[config.mk]
export PLATFORM = sky130hd
export DESIGN_NAME = keypad_scanner_flat
export DESIGN_NICKNAME = d
export VERILOG_FILES = /design/src/rtl/calc_pkg.sv /design/src/rtl/keypad_scanner_if.sv /design/src/rtl/keypad_scanner_row_sync.sv /design/src/rtl/keypad_scanner.sv /design/src/flat_wrapper.sv
export SDC_FILE = /design/constraint.sdc
export NUM_CORES = 1
export LEC_CHECK = 0
export BUFFER_PORTS_ARGS = -buffer_cell sky130_fd_sc_hd__clkbuf_2
export CAP_MARGIN = 5
export CELL_PAD_IN_SITES_DETAIL_PLACEMENT = 1
export CELL_PAD_IN_SITES_GLOBAL_PLACEMENT = 2
export CORE_ASPECT_RATIO = 1.4
export CORE_MARGIN = 3
export CORE_UTILIZATION = 39
export CTS_CLUSTER_SIZE = 30
export DETAILED_ROUTE_END_ITERATION = 7
export PLACE_DENSITY = 0.77
export SLEW_MARGIN = 0
export SYNTH_ARGS = -nofsm -noshare
export SYNTH_HDL_FRONTEND = slang
export SYNTH_SLANG_ARGS = --single-unit
[constraint.sdc]
create_clock -name clk -period 3.5 [get_ports clk]
set_input_delay 0.175 -clock clk [delete_from_list [all_inputs] [get_ports clk]]
set_output_delay 0.175 -clock clk [all_outputs]
set_load 0.01 [all_outputs]
[src/rtl/calc_pkg.sv]
// Shared keypad/calculator types and constants.
package calc_pkg;

  typedef enum logic [1:0] {
    SCAN,
    DEBOUNCE,
    HELD
  } scan_state_t;

  localparam logic [3:0] COL_FIRST = 4'b1110;
  localparam logic [3:0] ROW_IDLE  = 4'b1111;
  localparam logic [7:0] KEY_NONE  = 8'hFF;

  // Rotate the one-cold column drive to the next column: 1110 -> 1101 -> 1011 -> 0111.
  function automatic logic [3:0] col_next(input logic [3:0] c);
    return {c[2:0], c[3]};
  endfunction

endpackage

[src/rtl/keypad_scanner_if.sv]
// Keypad-side signal bundle: row sense in, column drive and keystroke results out.
interface keypad_scanner_if;
  logic [3:0] row_in;
  logic [3:0] col_out;
  logic [7:0] keystroke;
  logic       key_valid;
  logic       key_held;

  modport master (
    input  row_in,
    output col_out, keystroke, key_valid, key_held
  );

  modport slave (
    output row_in,
    input  col_out, keystroke, key_valid, key_held
  );
endinterface

[src/rtl/keypad_scanner_row_sync.sv]
// Parameterizable two-flop synchronizer; resets to all-ones (idle level of pulled-up lines).
module row_sync #(
  parameter int unsigned WIDTH = 4
) (
  input  logic             clk,
  input  logic             rst,
  input  logic [WIDTH-1:0] i_d,
  output logic [WIDTH-1:0] o_q
);

  logic [WIDTH-1:0] r_meta;
  logic [WIDTH-1:0] r_sync;

  always_ff @(posedge clk or posedge rst) begin
    if (rst) begin
      r_meta <= '1;
      r_sync <= '1;
    end else begin
      r_meta <= i_d;
      r_sync <= r_meta;
    end
  end

  assign o_q = r_sync;

endmodule

[src/rtl/keypad_scanner.sv]
// 4x4 keypad scanner: one-cold column drive, synchronized row sampling,
// press/release debounce and a one-cycle keystroke strobe.
module keypad_scanner
  import calc_pkg::*;
#(
  parameter int unsigned SCAN_DIV        = 50000,
  parameter int unsigned DEBOUNCE_CYCLES = 500000
) (
  input  logic        clk,
  input  logic        rst,
  keypad_scanner_if.master kp
);

  localparam int unsigned CNT_MAX = (SCAN_DIV > DEBOUNCE_CYCLES) ? SCAN_DIV : DEBOUNCE_CYCLES;
  localparam int unsigned CW      = (CNT_MAX > 1) ? $clog2(CNT_MAX) : 1;
  localparam logic [CW-1:0] DWELL_END = CW'(SCAN_DIV - 1);
  localparam logic [CW-1:0] DB_END    = CW'(DEBOUNCE_CYCLES - 1);

  scan_state_t   r_state, w_state;
  logic [CW-1:0] r_dwell, w_dwell;
  logic [CW-1:0] r_db, w_db;
  logic [3:0]    r_col, w_col;
  logic [3:0]    r_row_cap, w_row_cap;
  logic [3:0]    r_col_cap, w_col_cap;
  logic [7:0]    r_keystroke, w_keystroke;
  logic          r_valid, w_valid;
  logic          r_held, w_held;
  logic [3:0]    w_rs;

  // A real press pulls exactly one row low; more than one is a ghost/multi-key.
  function automatic logic one_zero(input logic [3:0] v);
    int unsigned zeros;
    zeros = 0;
    for (int unsigned i = 0; i < 4; i++) begin
      if (!v[i]) zeros++;
    end
    return (zeros == 1);
  endfunction

  row_sync #(.WIDTH(4)) u_row_sync (
    .clk (clk),
    .rst (rst),
    .i_d (kp.row_in),
    .o_q (w_rs)
  );

  always_ff @(posedge clk or posedge rst) begin
    if (rst) begin
      r_state     <= SCAN;
      r_dwell     <= '0;
      r_db        <= '0;
      r_col       <= COL_FIRST;
      r_row_cap   <= ROW_IDLE;
      r_col_cap   <= COL_FIRST;
      r_keystroke <= KEY_NONE;
      r_valid     <= 1'b0;
      r_held      <= 1'b0;
    end else begin
      r_state     <= w_state;
      r_dwell     <= w_dwell;
      r_db        <= w_db;
      r_col       <= w_col;
      r_row_cap   <= w_row_cap;
      r_col_cap   <= w_col_cap;
      r_keystroke <= w_keystroke;
      r_valid     <= w_valid;
      r_held      <= w_held;
    end
  end

  always_comb begin
    w_state     = r_state;
    w_dwell     = r_dwell;
    w_db        = r_db;
    w_col       = r_col;
    w_row_cap   = r_row_cap;
    w_col_cap   = r_col_cap;
    w_keystroke = r_keystroke;
    w_valid     = 1'b0;

    unique case (r_state)
      SCAN: begin
        if (r_dwell == DWELL_END) begin
          w_dwell = '0;
          if (one_zero(w_rs)) begin
            w_state   = DEBOUNCE;
            w_row_cap = w_rs;
            w_col_cap = r_col;
            w_db      = '0;
          end else begin
            w_col = col_next(r_col);
          end
        end else begin
          w_dwell = r_dwell + 1'b1;
        end
      end

      DEBOUNCE: begin
        if (w_rs != r_row_cap) begin
          w_state = SCAN;
          w_col   = col_next(r_col);
          w_db    = '0;
        end else if (r_db == DB_END) begin
          w_state     = HELD;
          w_keystroke = {r_row_cap, r_col_cap};
          w_valid     = 1'b1;
          w_db        = '0;
        end else begin
          w_db = r_db + 1'b1;
        end
      end

      HELD: begin
        // Release needs an unbroken run of idle rows; any activity restarts it.
        if (w_rs == ROW_IDLE) begin
          if (r_db == DB_END) begin
            w_state = SCAN;
            w_col   = col_next(r_col);
            w_db    = '0;
          end else begin
            w_db = r_db + 1'b1;
          end
        end else begin
          w_db = '0;
        end
      end

      default: w_state = SCAN;
    endcase

    w_held = (w_state == HELD);
  end

  assign kp.col_out   = r_col;
  assign kp.keystroke = r_keystroke;
  assign kp.key_valid = r_valid;
  assign kp.key_held  = r_held;

endmodule

[src/flat_wrapper.sv]
// flat-port wrapper written by rule: the top's interface ports become plain ports
module keypad_scanner_flat import calc_pkg::*;
#(
  parameter int unsigned SCAN_DIV        = 50000,
  parameter int unsigned DEBOUNCE_CYCLES = 500000
)
  (clk, rst, kp_row_in, kp_col_out, kp_keystroke, kp_key_valid, kp_key_held);
  keypad_scanner_if kp_i ();
  input  logic clk;
  input  logic rst;
  input wire logic [$bits(kp_i.row_in)-1:0] kp_row_in;
  output wire logic [$bits(kp_i.col_out)-1:0] kp_col_out;
  output wire logic [$bits(kp_i.keystroke)-1:0] kp_keystroke;
  output wire logic [$bits(kp_i.key_valid)-1:0] kp_key_valid;
  output wire logic [$bits(kp_i.key_held)-1:0] kp_key_held;
  assign kp_i.row_in = kp_row_in;
  assign kp_col_out = kp_i.col_out;
  assign kp_keystroke = kp_i.keystroke;
  assign kp_key_valid = kp_i.key_valid;
  assign kp_key_held = kp_i.key_held;
  keypad_scanner #(.SCAN_DIV(SCAN_DIV), .DEBOUNCE_CYCLES(DEBOUNCE_CYCLES)) u_core (.clk(clk), .rst(rst), .kp(kp_i));
endmodule
==> flow_summary.ini, run 1 <==
[sta]
final_cycle_utilization_of_the_critical_path_pct = 92.32
setup_violations = 0
max_freq_mhz = 309.5
clock-skew-final_ns = 0.006050
worst_case_headroom_to_the_max_slew_limit_pct = 57.72
maxSlewViolCount = 0
setup_tns_ns = 0
tightestPinTransition_ns = 0.6293
finalHoldViolCount = 0
finalHoldWorstSlack_ns = 0.3557
rsz_0062_raised_after_global_routing = no
min_period_ns = 3.231

[layout]
insertedDiodeCount = 0
num-nets-final = 400
area_delta_synth_final_pct = 16.77
sequential_cell_area_um2 = 1784
fillCellCount = 1001
finish.utilization_pct = 47.21
drive_gt1_share_pct = 23.65
multiInputGateArea_um2 = 1650
final_cell_area_um2 = 4111

[pwr]
post-layout-total-power_w = 0.001778
vdd.ir_drop.worst_mv = 0.2798
power.density_nw_per_um2 = 432.4
leakage_nw = 1.819

[global_routing]
initial_antenna_violation_count = 0
wire_length_of_the_first_global_routing_pass_um = 14210
grt_usage_pct = 17.64
global_route.overflow_total = 0
grt_pass1_vias = 2883
largest_net_degree_at_the_start_of_global_routing = 51

[route]
via_count = 2655
detail_route.wl_per_cell_um = 16.75
drt-vias-per-instance = 5.374
drt_drc_violations_left = 0
drt-total-wl_um = 8275
antenna_violating_nets_post_route = 0
drt_first_iter_violations = 55
detail_route.first_pass.iterations = 4

[setup_path]
critical_path_arrival_ns = 3.49
setup.reg_to_reg.worst_slack_ns = 0.27
cp_max_fo = 10
timing.rr.end = u_core.r_db[16]
cp-start-kind = flop
critical_path.endpoint_type = flop
ff2ff_path_depth = 10
rr_startpoint = u_core.u_row_sync.o_q[0]
critical_path.startpoint = u_core.u_row_sync.o_q[0]
cp_data_required_time_ns = 3.76
worst-setup-path-type = reg2reg
endpoint_of_the_most_critical_setup_path = u_core.r_db[16]

[die]
fp-row-count = 40
pin_count = 20
die_area_um2 = 10220
die_w_um = 86.30
floorplan.die.height_um = 118.4
start_util_pct = 40.43
coreArea_um2 = 8708

[clock_tree]
cts.htree.levels = 3
ctsRootBufferMaster = clkbuf_16
post_cts.repair.setup_buffers = 0
clock_insertion_delay_worst_skew_ns = 0.33
clock-sinks = 70
numCtsBuffers = 9
cts_tree = done
worst_setup_hold_path_clk_slew_ns = 0.06
clk_path_buf_depth = 2

[synth]
ys_seq_area_share_pct = 50.68
synthesis.nets = 368
yosys_register_bits = 70
postSynth.topFlopCell = dfrtp_1
synth-edff-count = 0
syn_inst_count = 352
yosys_warnings = 0
netlist_area_um2 = 3521
synth_cell_types = 53
avgSynthCellArea_um2 = 10.00
async_set_or_reset_register_ratio_after_synthesis_pct = 100.0

[placement]
placement.io_buffers = 19
place_area_um2 = 3756
post_dp_hpwl_um = 5980
place.gp.congestion = 0.7964

[flow_run]
cap_violations = 0

[worst_hold_path]
min_path_type = reg2reg

[status]
result_of_the_run = complete, no violations
-- per-stage QoR --
stage	worst slack [ns]	instances
6_report	0.2689	494
2_1_floorplan	0.4610	352
5_1_grt	0.03463	494
4_1_cts	0.1211	494
3_3_place_gp	0.2649	473
3_5_place_dp	0.1300	473
-- placed cells by master (no fill, tap or decap), types with 3 or more instances in the layout --
master and n:
a211o_1 3, a21o_1 4, a21oi_1 11, and3_1 10
and4_1 4, buf_4 4, clkbuf_16 9, clkbuf_2 19
dfrtp_1 44, dfstp_2 26, dlygate4sd3_1 5, ha_1 10
inv_1 19, mux2_2 12, nand2_1 55, nand2b_1 4
nand3_1 19, nand4_1 5, nor2_1 16, nor2b_1 8
nor3_1 9, nor4_1 5, o21ai_0 17, o21ai_1 4
or3_1 5, xnor2_1 8, xor2_1 9
-- report_power, final --
group | switching (W) | leakage (nW) | internal [W] | total [W]
Sequential | 0.00000543 | 0.870 | 0.000819 | 0.000825
Clock | 0.000348 | 0.150 | 0.000553 | 0.000901
Combinational | 0.0000323 | 0.799 | 0.0000200 | 0.0000523
-- cell families (layout without fill, tap and decap cells) --
group / count (synthesis) / after routing / share of synthesized area [%]
AO/OA/AOI/OAI: 57 / 57 / 10.52
flip-flops: 70 / 70 / 50.68
AND/OR/NAND/NOR: 156 / 156 / 23.03
buffers and inverters: 27 / 64 / 2.950
XOR/XNOR: 17 / 17 / 4.229
multiplexers: 15 / 15 / 5.046
adder cells (fa/ha/maj): 10 / 10 / 3.554
-- synth_stat cells (2+ instances only) --
| cell | instances | share of area [%] |
|---|---|---|
| a211o_1 | 3 | 0.75 |
| a21boi_0 | 2 | 0.43 |
| a21o_1 | 4 | 0.85 |
| a21oi_1 | 11 | 1.6 |
| and3_1 | 10 | 1.8 |
| and4_1 | 4 | 0.99 |
| buf_2 | 2 | 0.28 |
| clkbuf_1 | 5 | 0.53 |
| dfrtp_1 | 44 | 31 |
| dfstp_2 | 26 | 19 |
| ha_1 | 10 | 3.6 |
| inv_1 | 20 | 2.1 |
| mux2_2 | 12 | 3.8 |
| mux2i_1 | 2 | 0.57 |
| nand2_1 | 55 | 5.9 |
| nand2b_1 | 4 | 0.71 |
| nand3_1 | 19 | 2.7 |
| nand4_1 | 5 | 0.89 |
| nor2_1 | 16 | 1.7 |
| nor2b_1 | 8 | 1.4 |
| nor3_1 | 9 | 1.3 |
| nor3b_1 | 2 | 0.43 |
| nor4_1 | 6 | 1.1 |
| nor4b_1 | 2 | 0.50 |
| o21ai_0 | 17 | 2.4 |
| o21ai_1 | 4 | 0.57 |
| o22ai_1 | 2 | 0.36 |
| o31ai_1 | 2 | 0.43 |
| or2_2 | 2 | 0.36 |
| or3_1 | 5 | 0.89 |
| or4_1 | 2 | 0.43 |
| xnor2_1 | 8 | 2.0 |
| xor2_1 | 9 | 2.2 |
-- layer usage --
layer  GRT usage [%]  wire length [um]
met1           21.00              3503
met3           3.975               182
met4           6.823               126
met5               0                 0
met2           30.41              4462
-- worst min path at each step --
stage / depth (start not counted) / endpoint / slack, ns / from
after floorplan: 0 / u_core.u_row_sync.r_meta[0] / 0.18 / kp_row_in[0]
after global placement: 2 / u_core.r_db[7] / 0.20 / rst
after detailed placement: 2 / u_core.r_db[7] / 0.21 / rst
after CTS: 0 / u_core.u_row_sync.o_q[3] / 0.36 / u_core.u_row_sync.r_meta[3]
after global routing: 0 / u_core.u_row_sync.o_q[1] / 0.36 / u_core.u_row_sync.r_meta[1]
final: 0 / u_core.u_row_sync.o_q[1] / 0.36 / u_core.u_row_sync.r_meta[1]
-- layout make-up --
| class | count | area share, % |
|---|---|---|
| sequential | 70 | 43.40 |
| multi-input combinational | 255 | 40.14 |
| inverter | 20 | 1.826 |
| clock buffer | 9 | 5.478 |
| clock inverter | 7 | 1.704 |
| timing repair buffer | 28 | 4.261 |
| tap | 105 | 3.195 |
-- sequential cells by signal (all words and copies together), names as in the netlist --
name and flops:
u_core.r_row_cap 4, u_core.r_db 19, u_core.kp.key_held 1, u_core.kp.col_out 4, u_core.kp.keystroke 8, u_core.kp.key_valid 1
u_core.u_row_sync.o_q 4, u_core.r_col_cap 4, u_core.u_row_sync.r_meta 4, u_core.r_state 2, u_core.r_dwell 19
-- what timing repair did --
| item | in CTS | in global routing |
|---|---|---|
| endpoints found under the hold margin | 24 | 0 |
| resized for setup | 0 | 2 |
| hold buffers | 5 | 0 |
| setup endpoints to repair | 0 | 11 |
-- worst max-delay path: stages (launching register included) --
cell	delay [ns]
dfstp_2	0.57
inv_1	0.06
ha_1	0.37
xnor2_1	0.17
ha_1	0.32
nor2b_1	0.11
mux4_2	0.28
a41oi_2	0.18
or4_4	0.65
or3_1	0.38
o21ai_1	0.08
(Power assumes the default switching activity.)
==> run 2: changes to the inputs <==
Settings changed: ABC_AREA from default to 1, CORE_UTILIZATION 39 to 36, PLACE_DENSITY 0.77 to 0.78.
==> run 2 against run 1 <==
  * Critical path depth is 5 higher
  * First-iteration DRC count up 73%
  * Total power decreased by 0.51%
  * Fmax grew 9.5%
  * Wire length grew 32%
  * Sequential share of layout area shrank 5.1 points
  * Design area grew 13%
  * Critical path type unchanged
==> flow_summary.ini, run 2 <==
[status]
result_of_the_run = complete, no violations

[pwr]
power.density_nw_per_um2 = 380.0
vdd.ir_drop.worst_mv = 0.2521
post-layout-total-power_w = 0.001769
leakage_nw = 2.207

[synth]
netlist_area_um2 = 4115
synth-edff-count = 0
post_synth_most_frequent_cells = nand2_1 (139), inv_1 (77), nand3_1 (62)
syn_inst_count = 544
yosys_warnings = 0
synth.most_common_cell = nand2_1
ys_seq_area_share_pct = 43.36
synth.area.top_cells = dfrtp_1 (27%), dfstp_2 (17%), nand2_1 (13%), nand3_1 (7.5%), inv_1 (7.0%)
synth_largest_area_cell = dfrtp_1
synth_top_cell_area_share_pct = 26.76
synth_cell_types = 38
async_set_or_reset_register_ratio_after_synthesis_pct = 100.0
postSynth.topFlopCell = dfrtp_1
yosys_register_bits = 70
avgSynthCellArea_um2 = 7.565
synthesis.nets = 560

[die]
coreArea_um2 = 10980
die_w_um = 96.36
start_util_pct = 37.48
fp-row-count = 45
floorplan.die.height_um = 132.5
pin_count = 20
die_area_um2 = 12770

[clock_tree]
numCtsBuffers = 9
clock_insertion_delay_worst_skew_ns = 0.35
worst_setup_hold_path_clk_slew_ns = 0.06
cts.htree.levels = 3
post_cts.repair.setup_buffers = 0
post_cts.resized_instances = 0
ctsRootBufferMaster = clkbuf_16
cts_tree = done
clock-sinks = 70
clk_path_buf_depth = 2

[sta]
setup_tns_ns = 0
finalHoldWorstSlack_ns = 0.3562
clock-skew-final_ns = 0.008967
maxSlewViolCount = 0
finalHoldViolCount = 0
rsz_0062_raised_after_global_routing = no
max_freq_mhz = 339.0
final_cycle_utilization_of_the_critical_path_pct = 84.27
setup_violations = 0
tightestPinTransition_ns = 0.7641
worst_case_headroom_to_the_max_slew_limit_pct = 49.06
min_period_ns = 2.950

[setup_path]
cp-start-kind = flop
setup.reg_to_reg.worst_slack_ns = 0.55
critical_path_arrival_ns = 3.18
critical_path.endpoint_type = flop
critical_path.startpoint = u_core.u_row_sync.o_q[0]
cp_data_required_time_ns = 3.73
worst-setup-path-type = reg2reg
cp_max_fo = 25
rr_startpoint = u_core.u_row_sync.o_q[0]

[route]
detail_route.first_pass.iterations = 4
drt_first_iter_violations = 95
via_count = 3571
drt_drc_violations_left = 0
drt-total-wl_um = 10940
drt-vias-per-instance = 4.987
antenna_violating_nets_post_route = 0
detail_route.wl_per_cell_um = 15.28

[placement]
post_dp_hpwl_um = 8424
placement.io_buffers = 19
place.gp.congestion = 0.8956

[global_routing]
grt_pass1_vias = 3810
wire_length_of_the_first_global_routing_pass_um = 18820
initial_antenna_violation_count = 0
global_route.overflow_total = 0
grt_usage_pct = 18.98
largest_net_degree_at_the_start_of_global_routing = 38

[layout]
layout_common_cells = nand2_1 (139), inv_1 (76), nand3_1 (62)
insertedDiodeCount = 0
drive_gt1_share_pct = 15.83
final_common_cell = nand2_1
fillCellCount = 1396
num-nets-final = 586
area_delta_synth_final_pct = 13.10

[worst_hold_path]
worstHoldStart = u_core.u_row_sync.r_meta[0]
min_path_type = reg2reg

[flow_run]
cap_violations = 0
## run 2: cell count changes after synthesis, sizes merged, moves of 6 or more
cell and delta:
mux2 -12, and3 -10, nor2b -8, nor2 +44, o21ai +12, nor4 -6, nand4 +13, nand3 +45
inv +60, nand2 +86
## run 2: critical path, cell delays in order (launching register included)
cell,delay (ns)
dfstp_2,0.55
inv_1,0.08
ha_1,0.33
inv_1,0.08
nand2_1,0.06
nand2_1,0.08
inv_1,0.05
ha_1,0.28
nand2_1,0.06
a21boi_2,0.16
nand3_2,0.11
nand2_2,0.13
nand2_2,0.08
nor2_4,0.47
o21ai_0,0.18
o21a_1,0.14
## run 2: area by class of cell
class	count	area (um2)	area share (%)
inverter	81	304.0	6.532
tap	141	176.4	3.790
timing repair buffer	26	160.2	3.441
multi-input combinational	382	1942	41.72
sequential	70	1784	38.33
clock inverter	7	62.56	1.344
clock buffer	9	225.2	4.839
## run 2: cell families (layout without fill, tap and decap cells)
family	count (synthesis)	in the layout	synth area share [%]
fa+ha+maj	10	10	3.040
simple gates	302	302	32.96
flops	70	70	43.36
xor+xnor	14	14	2.980
buf+inv	92	123	9.456
compound gates	56	56	8.209
## run 2: where the power goes
| part | internal [W] | switching, W | leakage [nW] | total [W] |
|---|---|---|---|---|
| clock network | 0.000496 | 0.000394 | 0.139 | 0.000889 |
| logic | 0.0000171 | 0.0000385 | 1.20 | 0.0000555 |
| registers | 0.000819 | 0.00000485 | 0.870 | 0.000824 |
| total | 0.00133 | 0.000437 | 2.21 | 0.00177 |
## run 2: per-layer routing
layer / part of all wire [%] / vias up / global-route usage (%)
met1: 42 / 1736 / 21.98
met2: 54 / 28 / 34.23
met4: 1.7 / 0 / 5.772
met3: 1.5 / 12 / 3.868
met5: 0 / - / 0
li1: - / 1795 / -
## run 2: worst paths after layout
| kind | to | cells after the start |
|---|---|---|
| max | u_core.r_db[3] | 15 |
| min | u_core.u_row_sync.o_q[0] | 0 |
| max reg2reg | u_core.r_db[3] | 15 |
| min reg2reg | u_core.u_row_sync.o_q[0] | 0 |
| max in group asynchronous | u_core.r_row_cap[3] | 4 |
| min in group asynchronous | u_core.r_db[8] | 3 |
## run 2: timing repair
item | CTS | global route
endpoints found under the hold margin | 24 | 0
endpoints found under the setup margin | 0 | 0
hold buffers | 5 | 0
## run 2: stage by stage
stage               area, um2  setup WS (ns)  utilization [%]  std cells
floorplan                4115          1.109                -        544
global placement         4317         0.6490            39.32        695
detailed placement       4317         0.5578            39.32        695
CTS                      4654         0.5228            42.39        716
global route             4654         0.2704            42.39        716
finish                   4654         0.5505            42.39        716
